File: src/rtl/smallcpu_pkg.sv
// Shared definitions for the small CPU data path: port ids, arbiter state
// encoding and the default word width / memory depth.
package smallcpu_pkg;

    localparam int unsigned DATA_W    = 16;
    localparam int unsigned MEM_DEPTH = 1024;

    // Requester ids, also used as the round-robin "last winner" value.
    localparam logic PORT_A = 1'b0;
    localparam logic PORT_B = 1'b1;

    // Data-memory arbiter lock state: IDLE means unlocked, otherwise the owner.
    typedef enum logic [1:0] {
        ARB_IDLE     = 2'd0,
        ARB_LOCKED_A = 2'd1,
        ARB_LOCKED_B = 2'd2
    } arb_state_t;

endpackage

File: src/rtl/dmem_arbiter_rr_arb2.sv
// rr_arb2: stateless 2-way round-robin picker.
// Ports: req[1:0] (bit 0 = port A, bit 1 = port B), last (id of the previous
//        winner), gnt[1:0] one-hot grant or zero when nobody requests.
module rr_arb2
    import smallcpu_pkg::*;
(
    input  logic [1:0] req,
    input  logic       last,
    output logic [1:0] gnt
);

    // On a tie the port that did not win last time goes first.
    always_comb begin
        gnt    = 2'b00;
        gnt[0] = req[0] & (~req[1] | (last == PORT_B));
        gnt[1] = req[1] & (~req[0] | (last == PORT_A));
    end

endmodule

File: src/rtl/dmem_arbiter.sv
// dmem_arbiter: shares a single-port data memory between port A (CPU) and
// port B (loader/debug DMA) with round-robin arbitration, an optional bounded
// bus lock and 1-cycle read-data return routing.
// Ports: clk, rst (sync, active high); per port: req, we, lock, addr, wdata
//        in, gnt, rvalid, rdata out; memory side: mem_addr, mem_wdata, mem_we
//        out, mem_rdata in (valid one cycle after the address).
module dmem_arbiter
    import smallcpu_pkg::*;
#(
    parameter int unsigned N        = DATA_W,
    parameter int unsigned M        = MEM_DEPTH,
    parameter int unsigned MAX_LOCK = 8
) (
    input  logic                 clk,
    input  logic                 rst,
    input  logic                 a_req,
    input  logic                 a_we,
    input  logic                 a_lock,
    input  logic [N-1:0]         a_addr,
    input  logic [N-1:0]         a_wdata,
    output logic                 a_gnt,
    output logic                 a_rvalid,
    output logic [N-1:0]         a_rdata,
    input  logic                 b_req,
    input  logic                 b_we,
    input  logic                 b_lock,
    input  logic [N-1:0]         b_addr,
    input  logic [N-1:0]         b_wdata,
    output logic                 b_gnt,
    output logic                 b_rvalid,
    output logic [N-1:0]         b_rdata,
    output logic [$clog2(M)-1:0] mem_addr,
    output logic [N-1:0]         mem_wdata,
    output logic                 mem_we,
    input  logic [N-1:0]         mem_rdata
);

    localparam int unsigned AW = $clog2(M);
    localparam int unsigned CW = $clog2(MAX_LOCK + 1);

    arb_state_t    state, state_next;
    logic [CW-1:0] lock_cnt, lock_cnt_next;
    logic          last_winner;
    logic          rd_pend;
    logic          rd_dst;
    logic [1:0]    rr_gnt;
    logic          use_rr;

    // Address bits above the memory depth are ignored (addresses wrap).
    logic          unused_addr_bits;
    assign unused_addr_bits = ^{a_addr[N-1:AW], b_addr[N-1:AW]};

    rr_arb2 u_rr (
        .req  ({b_req, a_req}),
        .last (last_winner),
        .gnt  (rr_gnt)
    );

    // Lock FSM next state and combinational grants.
    always_comb begin
        state_next    = state;
        lock_cnt_next = lock_cnt;
        a_gnt         = 1'b0;
        b_gnt         = 1'b0;
        use_rr        = 1'b0;

        unique case (state)
            ARB_LOCKED_A: begin
                if (!a_req) begin
                    use_rr = 1'b1;
                end else if (b_req && (lock_cnt == CW'(MAX_LOCK))) begin
                    // Hold budget spent: hand this cycle to B and unlock.
                    b_gnt         = 1'b1;
                    state_next    = ARB_IDLE;
                    lock_cnt_next = '0;
                end else begin
                    a_gnt = 1'b1;
                    if (a_lock) begin
                        state_next = ARB_LOCKED_A;
                        if (b_req) lock_cnt_next = lock_cnt + CW'(1);
                    end else begin
                        state_next    = ARB_IDLE;
                        lock_cnt_next = '0;
                    end
                end
            end
            ARB_LOCKED_B: begin
                if (!b_req) begin
                    use_rr = 1'b1;
                end else if (a_req && (lock_cnt == CW'(MAX_LOCK))) begin
                    a_gnt         = 1'b1;
                    state_next    = ARB_IDLE;
                    lock_cnt_next = '0;
                end else begin
                    b_gnt = 1'b1;
                    if (b_lock) begin
                        state_next = ARB_LOCKED_B;
                        if (a_req) lock_cnt_next = lock_cnt + CW'(1);
                    end else begin
                        state_next    = ARB_IDLE;
                        lock_cnt_next = '0;
                    end
                end
            end
            default: use_rr = 1'b1;
        endcase

        // Unlocked arbitration; a winner asking for lock takes ownership.
        if (use_rr) begin
            a_gnt = rr_gnt[0];
            b_gnt = rr_gnt[1];
            if (rr_gnt[0] && a_lock) begin
                state_next    = ARB_LOCKED_A;
                lock_cnt_next = CW'(1);
            end else if (rr_gnt[1] && b_lock) begin
                state_next    = ARB_LOCKED_B;
                lock_cnt_next = CW'(1);
            end else begin
                state_next    = ARB_IDLE;
                lock_cnt_next = '0;
            end
        end

        // No access is performed while reset is held.
        if (rst) begin
            a_gnt = 1'b0;
            b_gnt = 1'b0;
        end
    end

    // State, round-robin history and read-return pipeline.
    always_ff @(posedge clk) begin
        if (rst) begin
            state       <= ARB_IDLE;
            lock_cnt    <= '0;
            last_winner <= PORT_B;
            rd_pend     <= 1'b0;
            rd_dst      <= PORT_A;
        end else begin
            state    <= state_next;
            lock_cnt <= lock_cnt_next;
            if (a_gnt || b_gnt) last_winner <= b_gnt ? PORT_B : PORT_A;
            rd_pend <= (a_gnt & ~a_we) | (b_gnt & ~b_we);
            rd_dst  <= b_gnt ? PORT_B : PORT_A;
        end
    end

    // Memory port follows the granted requester; idle bus is all zero.
    assign mem_we    = (a_gnt & a_we) | (b_gnt & b_we);
    assign mem_addr  = a_gnt ? a_addr[AW-1:0] : (b_gnt ? b_addr[AW-1:0] : '0);
    assign mem_wdata = a_gnt ? a_wdata : (b_gnt ? b_wdata : '0);

    // Read data is steered to the port that issued the read; rst drops it.
    assign a_rvalid = rd_pend & (rd_dst == PORT_A) & ~rst;
    assign b_rvalid = rd_pend & (rd_dst == PORT_B) & ~rst;
    assign a_rdata  = a_rvalid ? mem_rdata : '0;
    assign b_rdata  = b_rvalid ? mem_rdata : '0;

endmodule

File: config.mk
export PLATFORM = sky130hd
export DESIGN_NAME = dmem_arbiter
export DESIGN_NICKNAME = d
export VERILOG_FILES = /design/src/rtl/smallcpu_pkg.sv /design/src/rtl/dmem_arbiter_rr_arb2.sv /design/src/rtl/dmem_arbiter.sv
export SDC_FILE = /design/constraint.sdc
export NUM_CORES = 1
export LEC_CHECK = 0
export BUFFER_PORTS_ARGS = -buffer_cell sky130_fd_sc_hd__buf_2
export CAP_MARGIN = 20
export CORE_MARGIN = 3
export CORE_UTILIZATION = 32
export DETAILED_ROUTE_END_ITERATION = 6
export GPL_TIMING_DRIVEN = 0
export PLACE_DENSITY = 0.82
export SLEW_MARGIN = 10
export SYNTH_ARGS = -nofsm -noshare
export SYNTH_HDL_FRONTEND = slang
export SYNTH_HIERARCHICAL = 1
export SYNTH_SLANG_ARGS = --single-unit
File: constraint.sdc
create_clock -name clk -period 2.18 [get_ports clk]
set_clock_uncertainty 0.1 [all_clocks]
set_input_delay 0.109 -clock clk [delete_from_list [all_inputs] [get_ports clk]]
set_output_delay 0.109 -clock clk [all_outputs]
set_load 0.01 [all_outputs]
==> impl_metrics.tcl <==
set metrics [dict create \
    status "finished with violations" \
    violations "setup timing" \
    grt-ovfl-total 0 \
    rsz0062_at_grt "yes" \
    muxShareOfSynthArea 0.00814 \
    cts.path.max_buffers 2 \
    areaGrowthSynthToFinish_pct 124 \
    hold_class "input port to flip-flop" \
    antenna_found_initial 0 \
    die_w_um 71.8 \
    hold_viol 0 \
    drt_iter0_drc 146 \
    p_int_mw 0.723 \
    die_y_um 71.8 \
    period_share 1.20 \
    avgSynthCellArea_sq_um 6.56 \
    viasPerCell 5.30 \
    crit_required_ns 1.97 \
    r2r_end "rd_pend" \
    yosys.area_share.simple 0.371 \
    power_frac_comb 0.680 \
    diodes 0 \
    r2r_cells 10 \
    fill_cells 265 \
    ys_warn_count 6 \
    clkPwrFrac 0.164 \
    rows 23 \
    report.final.slew_viol_count 0 \
    p_seq_frac 0.156 \
    clk_pin_slew_ns 0.04 \
    hpwl_mm 4.49 \
    ant_nets 0 \
    track_usage 0.220 \
    cts_tree "yes" \
    cp-startpoint "state[0]" \
    first_pass_iters 4 \
    h-tree-depth 1 \
    ir_worst_vdd_mv 0.240 \
    grt_pass1_wl_mm 9.34 \
    async_flop_share 0 \
    synth-compound-area-share 0.287 \
    p_switching_mw 0.468 \
    ys_seq_elements 9 \
    numPortBuffers 138 \
    leakagePower_nw 1.63 \
    worstPathArrival_ns 2.42 \
    synth_seq_area_share 0.130 \
    cts_root_buffer "clkbuf_8" \
    critPathKind "flip-flop to output port" \
    dieArea_sq_um 5150 \
    grt_max_degree 11 \
    synth_fp_nets 303 \
    numCtsBuffers 3 \
    design.core.area_sq_um 4090 \
    crit_fanout 9 \
    drc 0 \
    wl_per_cell_um 17.3 \
    place_ws_ns -0.410 \
    grt_pass1_vias 2115 \
    maxCapViolations 0 \
    synth_top_family_by_area "simple AND/OR/NAND/NOR gates" \
    syn_area_sq_um 1380 \
    clk_latency_ns 0.23 \
    fin_crit_ns 2.62 \
    fin_nets 475 \
    whs_ns 0.0777 \
    synth_edf_count 0 \
    setup_viol 29 \
    num_vias 2291 \
    cp-start-kind "flip-flop" \
    cts_sinks 9 \
    r2r_slack_ns 0.03 \
    min-delay-start "b_lock" \
    num_io_pins 151 \
    wirelength_mm 7.45 \
    power_density_nw_per_um2 385 \
    syn_inst 211 \
    initial_core_util 0.339 \
    final_layout_size_suffix_gt1_frac 0.634 \
    synth_xor_area_frac 0 \
    setup_ws_ns -0.445 \
    synthAdderAreaFrac 0.0362 \
    synthFlopType "dfxtp_1" \
    fmaxAchievable_mhz 381 \
    p_sw_frac 0.393 \
    relSlewSlack 0.481 \
    synth.distinct_cells 37 \
    place.gp.congestion 0.848 \
    worstSetupEndpointType "output port" \
    reg2reg_from "state[0]" \
    endpoint "mem_wdata[13]" \
    tightest_slew_ns 0.779 \
]
## how the worst min path moves through the flow
stage	end	slack [ns]	cells past startpoint
after global routing	state[1]	0.1	3
final	state[1]	0.08	3
after floorplan	rd_pend	0.11	1
after CTS	state[1]	0.08	3
after detailed placement	rd_pend	0.22	2
after global placement	rd_pend	0.21	2
## flip-flops by register name, indices dropped and copies added, names as in the netlist
register	flops
rd_pend	1
state	2
lock_cnt	4
last_winner	1
rd_dst	1
## cells in the mapped netlist, types with 3 or more instances
master | number | area (sq um)
and3_1 | 3 | 18.8
buf_2 | 6 | 30.0
buf_6 | 3 | 33.8
nand2_1 | 36 | 135
nand3_1 | 5 | 25.0
nor3_1 | 3 | 15.0
ha_1 | 4 | 50.1
inv_1 | 36 | 135
clkbuf_1 | 7 | 26.3
and2_1 | 32 | 200
nor2_1 | 3 | 11.3
dfxtp_1 | 9 | 180
nor4_1 | 3 | 18.8
a21oi_1 | 6 | 30.0
o32ai_1 | 29 | 254
## what timing repair did
item / 4_1_cts / 5_1_grt
setup buffers: 15 / 9
endpoints found under the setup margin: 32 / 42
gates resized for setup: 37 / 34
hold endpoints to repair: 1 / 0
pin swaps: 6 / 12
hold buffers: 2 / 0
gates cloned: 3 / 6
## cell families after synthesis
logic type	after synthesis
muxes	1
adders and majority gates	4
buffers and inverters	53
AOI/OAI and AO/OA	48
DFF	9
and+or+nand+nor	96
## routing by layer
layer / GRT usage / wire length, um / vias to the layer above
met5: 0 / 0 / -
met4: 0.0689 / 170 / 0
met3: 0.0323 / 518 / 16
met2: 0.419 / 4040 / 115
met1: 0.248 / 2730 / 1085
li1: - / - / 1075
## power groups by stage
stage                     Combinational, mW  Clock (mW)  Sequential (mW)
after floorplan                       0.359           0            0.186
after detailed placement              0.538           0            0.188
after global placement                0.528           0            0.188
after global routing                  0.856       0.209            0.187
after CTS                             0.685       0.196            0.186
final                                 0.810       0.195            0.186
## layout make-up
| cell class | instances | area [sq um] | area share |
|---|---|---|---|
| inverters | 36 | 135 | 0.0437 |
| clock buffers | 4 | 45.0 | 0.0146 |
| flip-flops and latches | 9 | 189 | 0.0610 |
| repair buffers | 169 | 1090 | 0.353 |
| well taps | 50 | 62.6 | 0.0202 |
| multi-input cells | 149 | 1400 | 0.451 |
| plain buffers | 15 | 173 | 0.0558 |
## worst max-delay path, cell delays in order (launching register included)
cell and delay (ns):
dfxtp_4 0.35, buf_6 0.11, ha_4 0.14, nor2b_4 0.13, or3_4 0.35, a211oi_4 0.31
buf_12 0.21, buf_12 0.14, nand2_2 0.07, o32ai_2 0.17, buf_2 0.19
## cells in the final DEF, fill, tap and decap left out, drive strengths merged, types with 3 or more instances in the layout
| master | netlist | layout |
|---|---|---|
| nor2b | 3 | 3 |
| o32ai | 29 | 29 |
| nor2 | 3 | 3 |
| nor4 | 3 | 3 |
| ha | 4 | 4 |
| dfxtp | 9 | 9 |
| a21oi | 6 | 6 |
| nor3 | 3 | 3 |
| nand2 | 36 | 36 |
| a211oi | 3 | 3 |
| clkbuf | 7 | 16 |
| nand3 | 5 | 5 |
| buf | 10 | 170 |
| and2 | 32 | 32 |
| and3 | 3 | 3 |
| inv | 36 | 36 |
## stage by stage
stage,instance area [sq um],power [mW],instances,util,setup TNS [ns]
2_1_floorplan,1680,0.546,211,-,-1.62
3_3_place_gp,2430,0.717,399,0.596,-10.24
3_5_place_dp,2430,0.726,399,0.596,-10.41
4_1_cts,2830,1.07,422,0.692,-10.74
5_1_grt,3100,1.25,432,0.758,-11.91
6_report,3100,1.19,432,0.758,-9.49
Note: power is estimated with default switching activity, not from simulation.
